[src/rtl/iir_coef_ctrl.sv]
// Coefficient reload controller for a biquad cascade: shadow-bank load, drain of
// in-flight samples, one-cycle bank swap and filter state flush.
// Define IIR_COEF_CTRL_DRAIN_TIMEOUT_EN to bound DRAIN to 255 cycles (adds drain_to).
module iir_coef_ctrl #(
  parameter int NSOS      = 3,
  parameter int NCW       = 18,
  parameter int FLUSH_CYC = 16,
  // Unity b0 and a0 (1.0 in Q4.14) in every section, all other taps zero.
  parameter logic [NSOS*6*NCW-1:0] COEF_RST =
    {NSOS{{(2*NCW){1'b0}}, NCW'(18'h04000), {(2*NCW){1'b0}}, NCW'(18'h04000)}}
) (
  input  logic                   clk,
  input  logic                   rst,
  input  logic                   cfg_valid,
  output logic                   cfg_ready,
  input  logic [NCW-1:0]         cfg_data,
  input  logic                   cfg_last,
  input  logic                   dv_in,
  input  logic [17:0]            d_in,
  output logic                   flt_dv_in,
  output logic [17:0]            flt_d_in,
  input  logic                   flt_dv_out,
  output logic                   flt_clear,
  output logic [NSOS*6*NCW-1:0]  coef_act,
  output logic                   busy,
  output logic                   cfg_err,
  output logic [15:0]            drop_cnt
`ifdef IIR_COEF_CTRL_DRAIN_TIMEOUT_EN
  ,
  output logic                   drain_to
`endif
);

  localparam int NW = NSOS * 6;
  localparam int WW = (NW > 1) ? $clog2(NW) : 1;
  localparam int FW = $clog2(FLUSH_CYC + 1);
  localparam logic [WW-1:0] LAST_IDX   = WW'(NW - 1);
  localparam logic [FW-1:0] FLUSH_LAST = FW'(FLUSH_CYC - 1);

  typedef enum logic [1:0] {IDLE, DRAIN, SWAP, FLUSH} state_t;

  state_t         state;
  logic [NCW-1:0] shadow [NW];
  logic [WW-1:0]  widx;
  logic [5:0]     inflight;
  logic [FW-1:0]  fcnt;
  logic           xfer;
`ifdef IIR_COEF_CTRL_DRAIN_TIMEOUT_EN
  logic [7:0]     dcnt;
`endif

  assign cfg_ready = (state == IDLE);
  assign busy      = (state != IDLE);
  assign xfer      = cfg_valid && cfg_ready;

  // NOTE: the shadow bank is reset like ordinary state so a swap can never
  // expose words left over from before the last reset.
  always_ff @(posedge clk or posedge rst) begin
    if (rst) begin
      for (int i = 0; i < NW; i++) shadow[i] <= '0;
    end else if (xfer && (!cfg_last || widx == LAST_IDX)) begin
      shadow[widx] <= cfg_data;
    end
  end

  // NOTE: all assignments here are non-blocking; where two touch the same
  // register in one cycle (timeout zeroing inflight) the later one wins.
  always_ff @(posedge clk or posedge rst) begin
    if (rst) begin
      state     <= IDLE;
      widx      <= '0;
      inflight  <= '0;
      fcnt      <= '0;
      coef_act  <= COEF_RST;
      flt_dv_in <= 1'b0;
      flt_d_in  <= '0;
      flt_clear <= 1'b0;
      cfg_err   <= 1'b0;
      drop_cnt  <= '0;
`ifdef IIR_COEF_CTRL_DRAIN_TIMEOUT_EN
      dcnt      <= '0;
      drain_to  <= 1'b0;
`endif
    end else begin
      if (flt_dv_in && !flt_dv_out && inflight != 6'h3F) begin
        inflight <= inflight + 6'd1;
      end else if (!flt_dv_in && flt_dv_out && inflight != 6'd0) begin
        inflight <= inflight - 6'd1;
      end

      // Samples pass only while IDLE; anything arriving during a reload is counted.
      flt_dv_in <= (state == IDLE) && dv_in;
      if (state == IDLE) begin
        flt_d_in <= d_in;
      end else if (dv_in && drop_cnt != 16'hFFFF) begin
        drop_cnt <= drop_cnt + 16'd1;
      end

      case (state)
        IDLE: begin
          if (xfer) begin
            if (cfg_last) begin
              widx <= '0;
              if (widx == LAST_IDX) state <= DRAIN;
              else                  cfg_err <= 1'b1;
            end else if (widx == LAST_IDX) begin
              cfg_err <= 1'b1;
            end else begin
              widx <= widx + WW'(1);
            end
          end
        end
        DRAIN: begin
          if (inflight == 6'd0) begin
            state <= SWAP;
          end
`ifdef IIR_COEF_CTRL_DRAIN_TIMEOUT_EN
          else if (dcnt == 8'd254) begin
            state    <= SWAP;
            inflight <= '0;
            drain_to <= 1'b1;
          end
          dcnt <= dcnt + 8'd1;
`endif
        end
        SWAP: begin
          for (int i = 0; i < NW; i++) coef_act[i*NCW +: NCW] <= shadow[i];
          fcnt      <= '0;
          flt_clear <= 1'b1;
          state     <= FLUSH;
        end
        FLUSH: begin
          if (fcnt == FLUSH_LAST) begin
            flt_clear <= 1'b0;
            state     <= IDLE;
          end else begin
            fcnt <= fcnt + FW'(1);
          end
        end
        default: state <= IDLE;
      endcase

`ifdef IIR_COEF_CTRL_DRAIN_TIMEOUT_EN
      if (state != DRAIN) dcnt <= '0;
`endif
    end
  end

endmodule

[config.mk]
export PLATFORM = sky130hd
export DESIGN_NAME = iir_coef_ctrl
export DESIGN_NICKNAME = d
export VERILOG_FILES = /design/src/rtl/iir_coef_ctrl.sv
export SDC_FILE = /design/constraint.sdc
export NUM_CORES = 1
export LEC_CHECK = 0
export CAP_MARGIN = 20
export CORE_AREA = 2 2 236 238
export CTS_BUF_LIST = sky130_fd_sc_hd__clkbuf_8
export DETAILED_ROUTE_END_ITERATION = 10
export DIE_AREA = 0 0 238 240
export GPL_TIMING_DRIVEN = 0
export PLACE_DENSITY = 0.84
export SETUP_SLACK_MARGIN = 0.3
export SLEW_MARGIN = 20
export SYNTH_ARGS = -nofsm -noshare
export SYNTH_HDL_FRONTEND = slang
export SYNTH_SLANG_ARGS = --single-unit
[constraint.sdc]
create_clock -name clk -period 25.8 [get_ports clk]
set_input_delay 7.74 -clock clk [delete_from_list [all_inputs] [get_ports clk]]
set_output_delay 7.74 -clock clk [all_outputs]
set_load 0.05 [all_outputs]
==> metrics.txt, run 1 <==
PwrDens 115 nW/um2; Least-Margin Pin Slew 986 ps; Starting Density 0.493; CTS Buf Count 111; fin crit share 0.416; Routed Antenna Nets 0; Non-Filler Instances 2984; Worst R2R Path Depth 10; vias in the first global route 17600; hold_buf cts 0; Final Hold Slack 489 ps; sequential fraction of the synthesis area 0.653; Rel. slew slack 0.343; io pins 405; Longest Clk Path Bufs 3; dominant cell type by area after synthesis dfrtp_1; commonest cells after routing, fill and taps aside dfrtp_1 (697), mux2_2 (672), clkdlybuf4s50_1 (404), clkbuf_8 (150), clkbuf_1 (43); Mapped Cells 1646; grt total ovfl 0; CP required 18060 ps; Post-Synthesis Cell Area 27000 um2; Static Leak 17.0 nW; DIE HEIGHT 240 um; most common cell after layout, fill and taps aside dfrtp_1; Nets 2246; reg2reg start widx[3]; main area contributors after synthesis dfrtp_1 (65%), mux2_2 (28%), ha_1 (0.79%); Pre-Repair DR Iteration Count 5; WL/cell 23.1 um; DP HPWL 49100 um; post-DR vias/cell 5.38; Startpoint Class flip-flop; share of post-route cells with drive strength above 1 0.415; Post-CTS Setup Bufs 0; initial antenna violation count 1; first-pass GRT wire length 106000 um; Crit. End Element output port; CP Max Fanout 10; fin crit period 10730 ps; status finished clean; Yosys cell types 53; Synth Flop Type dfrtp_1; later-pin clock latency in the skew report 730 ps; FILL cells 3851; H-tree lvl count 3; ys async rst share 1.00; CTS root buffer clkbuf_8; Final TNS setup 0 ps; gr usage total 0.246; Pins Over Slew Limit 0; # Max-Cap Violations 0; placed instance count 2776; hold path startpoint shadow[4]; Residual DRC 0; Iter 0 DRT Violations 718; Synth top area share 0.647; cell row count 86; final setup vio count 0; clock sinks 703; f_max 93.2 MHz; hold depth 1; CTS tree yes; register-to-register setup slack 22880 ps; die width 238 um; syn nets 1706; HP Class flip-flop to flip-flop; area of the die 57100 um2; WL final 69100 um; core area 54700 um2; Hold Fails Final Rpt 0; Worst-path clk slew 60 ps; Hold Path Sink coef_act[310]; flops & latches, synth 703; number of flops mapped to enable cells by yosys 0; largest net degree at the start of global routing 38; Mapped Avg Cell Area 16.4 um2; routability cong. 0.824; Max VDD drop 0.0723 mV; PortBufs 404; Final Util 0.637; PnR Total Power 3.99 mW; Synth warnings 0; Layout area overhead 29.1%; RSZ-0062 raised after global routing no; Final Skew 31.6 ps; Via Count 16100; Worst R2R End shadow[78]; Crit Path Class flip-flop to output port; Arr. time, crit path 2990 ps; post_cts resized 0
per-layer routing:
metal	vias up	GRT usage	routed length [um]
met5	-	0	0
met4	0	0.109	2680
met1	8554	0.310	28700
li1	6943	-	-
met2	418	0.406	34000
met3	135	0.0581	3630
cells by family (layout without fill, tap and decap cells):
family | Yosys count | after routing | share of synthesized area
flip-flops | 703 | 703 | 0.653
buffers and inverters | 96 | 729 | 0.0170
AND/OR/NAND/NOR | 103 | 103 | 0.0254
other | 0 | 1 | 0
AO/OA/AOI/OAI | 30 | 30 | 0.00733
adder cells (fa/ha/maj) | 18 | 18 | 0.00863
XOR/XNOR | 21 | 21 | 0.00682
multiplexers | 675 | 675 | 0.282
through the flow:
stage,worst slack (ps),cell area (um2)
floorplan,8440,27000
global route,14880,34800
global placement,4980,31900
CTS,14970,34800
detailed placement,15360,32300
finish,15070,34800
how the worst max path moves through the flow:
stage	from	endpoint	depth (start not counted)	slack, ps
6_report	state[0]	busy	6	15070
5_1_grt	state[0]	busy	6	14880
4_1_cts	state[0]	busy	6	14970
3_5_place_dp	rst	coef_act[284]	9	15360
3_3_place_gp	rst	flt_d_in[15]	2	4980
2_1_floorplan	rst	cfg_err	1	8440
cell type report:
class | count | area [um2] | share of cell area
buffer | 83 | 410 | 0.0118
multi-input combinational | 847 | 8900 | 0.256
tap | 704 | 881 | 0.0253
timing repair buffer | 427 | 4510 | 0.130
antenna | 1 | 2.50 | 0.0000719
clock buffer | 150 | 2060 | 0.0593
inverter | 13 | 52.6 | 0.00151
clock inverter | 56 | 393 | 0.0113
sequential | 703 | 17600 | 0.505
synth_stat cells (all sizes together) (4+ instances only):
cell type and n:
nor3 9, a21oi 8, dfrtp 697, xnor2 7, clkbuf 45, nand4 9, dfstp 6, ha 17
xor2 14, inv 13, nor3b 6, a22o 4, nand3 11, buf 38, nand2 24, o21ai 6
nor2 15, nor4 7, mux2 673
worst max-delay path, stage by stage (launching register included):
cell	delay (ps)
dfrtp_1	400
inv_1	110
ha_1	230
buf_2	290
buf_1	440
inv_1	90
clkdlybuf4s50_1	710
sequential cells by signal (all words and copies together) (netlist names):
signal / flops
shadow: 324
drop_cnt: 16
flt_dv_in: 1
state: 2
flt_d_in: 18
flt_clear: 1
fcnt: 5
inflight: 6
widx: 5
cfg_err: 1
coef_act: 324
where the power goes:
group	leakage [nW]	switching, mW	internal (mW)
Combinational	6.06	0.893	0.574
Sequential	9.54	0.157	1.36
Clock	1.38	0.445	0.562
Note: power is estimated with default switching activity, not from simulation.
==> run 2, diff against run 1 <==
- PLACE_DENSITY: 0.84 -> 0.81
- clock period: 25.8 -> 10.65 ns (I/O delays scaled with it)
==> metrics.txt, run 2 (synthesized netlist as in run 1, its figures left out) <==
WL/cell 22.6 um (was 23.1 um); FILL cells 3870 (was 3851); DIE HEIGHT 240 um (unchanged); delay-heaviest family, CP buffers and inverters (unchanged); CTS root buffer clkbuf_8 (unchanged); CP Max Fanout 10 (unchanged); vias in the first global route 17200 (was 17600); reg2reg start widx[4] (was widx[3]); share of post-route cells with drive strength above 1 0.414 (was 0.415); stages on the worst setup path 6 (unchanged); Static Leak 17.0 nW (about the same); H-tree lvl count 3 (unchanged); gr usage total 0.240 (was 0.246); f_max 162 MHz; Final Hold Slack 491 ps (was 489 ps); fin crit share 0.579; Pins Over Slew Limit 0 (unchanged); later-pin clock latency in the skew report 710 ps (was 730 ps); GR met3 Demand/Resource 0.0555 (was 0.0581); hold depth 1 (unchanged); CTS tree yes (unchanged); RSZ-0062 raised after global routing no (unchanged); fin worst setup slack 4480 ps (was 15070 ps); Worst-path clk slew 70 ps (was 60 ps); Iter 0 DRT Violations 745 (was 718); worst setup path start state[1] (was state[0]); Final Util 0.638 (was 0.637); Final TNS setup 0 ps (unchanged); Worst R2R End shadow[80] (was shadow[78]); grt total ovfl 0 (unchanged); Crit Path Class flip-flop to output port (unchanged); Least-Margin Pin Slew 1180 ps (was 986 ps); Final Skew 22.8 ps (was 31.6 ps); worst path cell trace inv_1, ha_1, buf_2, buf_1, inv_1, clkdlybuf4s50_1 (unchanged); PortBufs 404 (unchanged); final setup vio count 0 (unchanged); routability cong. 0.816 (was 0.824); clock sinks 703 (unchanged); Post-CTS Setup Bufs 0 (unchanged); core area 54700 um2 (unchanged); Startpoint Class flip-flop (unchanged); PwrDens 277 nW/um2 (was 115 nW/um2); CTS Buf Count 110 (was 111); Starting Density 0.493 (unchanged); Rel. slew slack 0.216 (was 0.343); GRT met2 Usage 0.391 (was 0.406); register-to-register setup slack 7760 ps (was 22880 ps); met1 GRT Util 0.312 (was 0.310); fin crit period 6170 ps; initial antenna violation count 0 (was 1); Layout area overhead 29.4% (was 29.1%); post_cts resized 0 (unchanged); largest registers coef_act (324), shadow (324), flt_d_in (18) (unchanged); Worst R2R Path Depth 10 (unchanged); Longest Clk Path Bufs 3 (unchanged); CP required 7460 ps (was 18060 ps); hold_buf cts 0 (unchanged); Arr. time, crit path 2970 ps (was 2990 ps); CP max-delay cell clkdlybuf4s50_1 (unchanged); first-pass GRT wire length 104000 um (was 106000 um); post-DR vias/cell 5.36 (was 5.38); Max VDD drop 0.227 mV (was 0.0723 mV); Pre-Repair DR Iteration Count 5 (unchanged); most common cell after layout, fill and taps aside dfrtp_1 (unchanged); die width 238 um (unchanged); area of the die 57100 um2 (unchanged); Routed Antenna Nets 0 (unchanged); Crit. End Element output port (unchanged); CP peak stage delay 720 ps (was 710 ps); Nets 2246 (unchanged); Placement Setup Slack 4870 ps (was 15360 ps); largest net degree at the start of global routing 38 (unchanged); Non-Filler Instances 2984 (unchanged); critical path endpoint busy (unchanged); Via Count 16000 (was 16100); io pins 405 (unchanged); placed instance count 2778 (was 2776); Hold Fails Final Rpt 0 (unchanged); CP most frequent cell inv_1 (unchanged); status finished clean (unchanged); WL final 67500 um (was 69100 um); Residual DRC 0 (unchanged); worst path bufs/invs 5 (unchanged); commonest cells after routing, fill and taps aside dfrtp_1 (697), mux2_2 (672), clkdlybuf4s50_1 (404), clkbuf_8 (161), clkbuf_1 (43) (was dfrtp_1 (697), mux2_2 (672), clkdlybuf4s50_1 (404), clkbuf_8 (150), clkbuf_1 (43)); HP Class flip-flop to flip-flop (unchanged); # Max-Cap Violations 0 (unchanged); grt peak-use layer met2 (unchanged); cell row count 86 (unchanged); n_diodes 0 (was 1); DP HPWL 48300 um (was 49100 um)
-- run 2: changes by cell type in the layout (fill, tap and decap cells not counted), moves of 2 or more --
cell	delta
inv_8	-3
inv_6	+3
clkinv_2	-10
buf_16	+2
bufinv_16	-2
clkbuf_8	+11
-- run 2: cell type report --
cell class	count	area (um2)	share of cell area
sequential	703	17600	0.504
inverter	13	52.6	0.00151
timing repair buffer	428	4550	0.131
tap	704	881	0.0252
multi-input combinational	847	8900	0.255
buffer	83	410	0.0118
clock inverter	45	270	0.00775
clock buffer	161	2220	0.0635
-- run 2: power by group --
| group | leakage, nW | switching [mW] | internal [mW] |
|---|---|---|---|
| combinational | 6.08 | 2.15 | 1.39 |
| sequential | 9.54 | 0.375 | 3.30 |
| clock | 1.39 | 1.06 | 1.38 |
| total | 17.0 | 3.59 | 6.07 |
-- run 2: how the worst min path moves through the flow --
stage                 from             to  slack (ps)
4_1_cts        shadow[318]   coef_act[12]         490
3_3_place_gp   shadow[270]   coef_act[36]         480
3_5_place_dp   shadow[234]   coef_act[72]         480
5_1_grt        shadow[194]  coef_act[140]         500
2_1_floorplan  shadow[180]    shadow[180]         470
6_report       shadow[194]  coef_act[140]         490
-- run 2: worst register-to-register path, delay by kind of cell, from the launching register on --
family | cells | cell delay (ps)
AND/OR/NAND/NOR | 5 | 1190
buffers and inverters | 3 | 680
multiplexers | 1 | 360
flip-flops | 1 | 350
adder cells (fa/ha/maj) | 1 | 190
-- run 2: layer usage --
metal | vias to the layer above | part of all wire | wire [um]
met1 | 8478 | 0.42 | 28100
met2 | 436 | 0.49 | 33100
met3 | 126 | 0.057 | 3840
li1 | 6947 | - | -
met4 | 0 | 0.036 | 2440
met5 | - | 0 | 0
-- run 2: per-stage QoR --
step	cell area, um2	power [mW]
6_report	34900	9.66
5_1_grt	34900	10.1
4_1_cts	34900	9.74
3_5_place_dp	32400	7.26
3_3_place_gp	31900	7.13
2_1_floorplan	27000	6.04
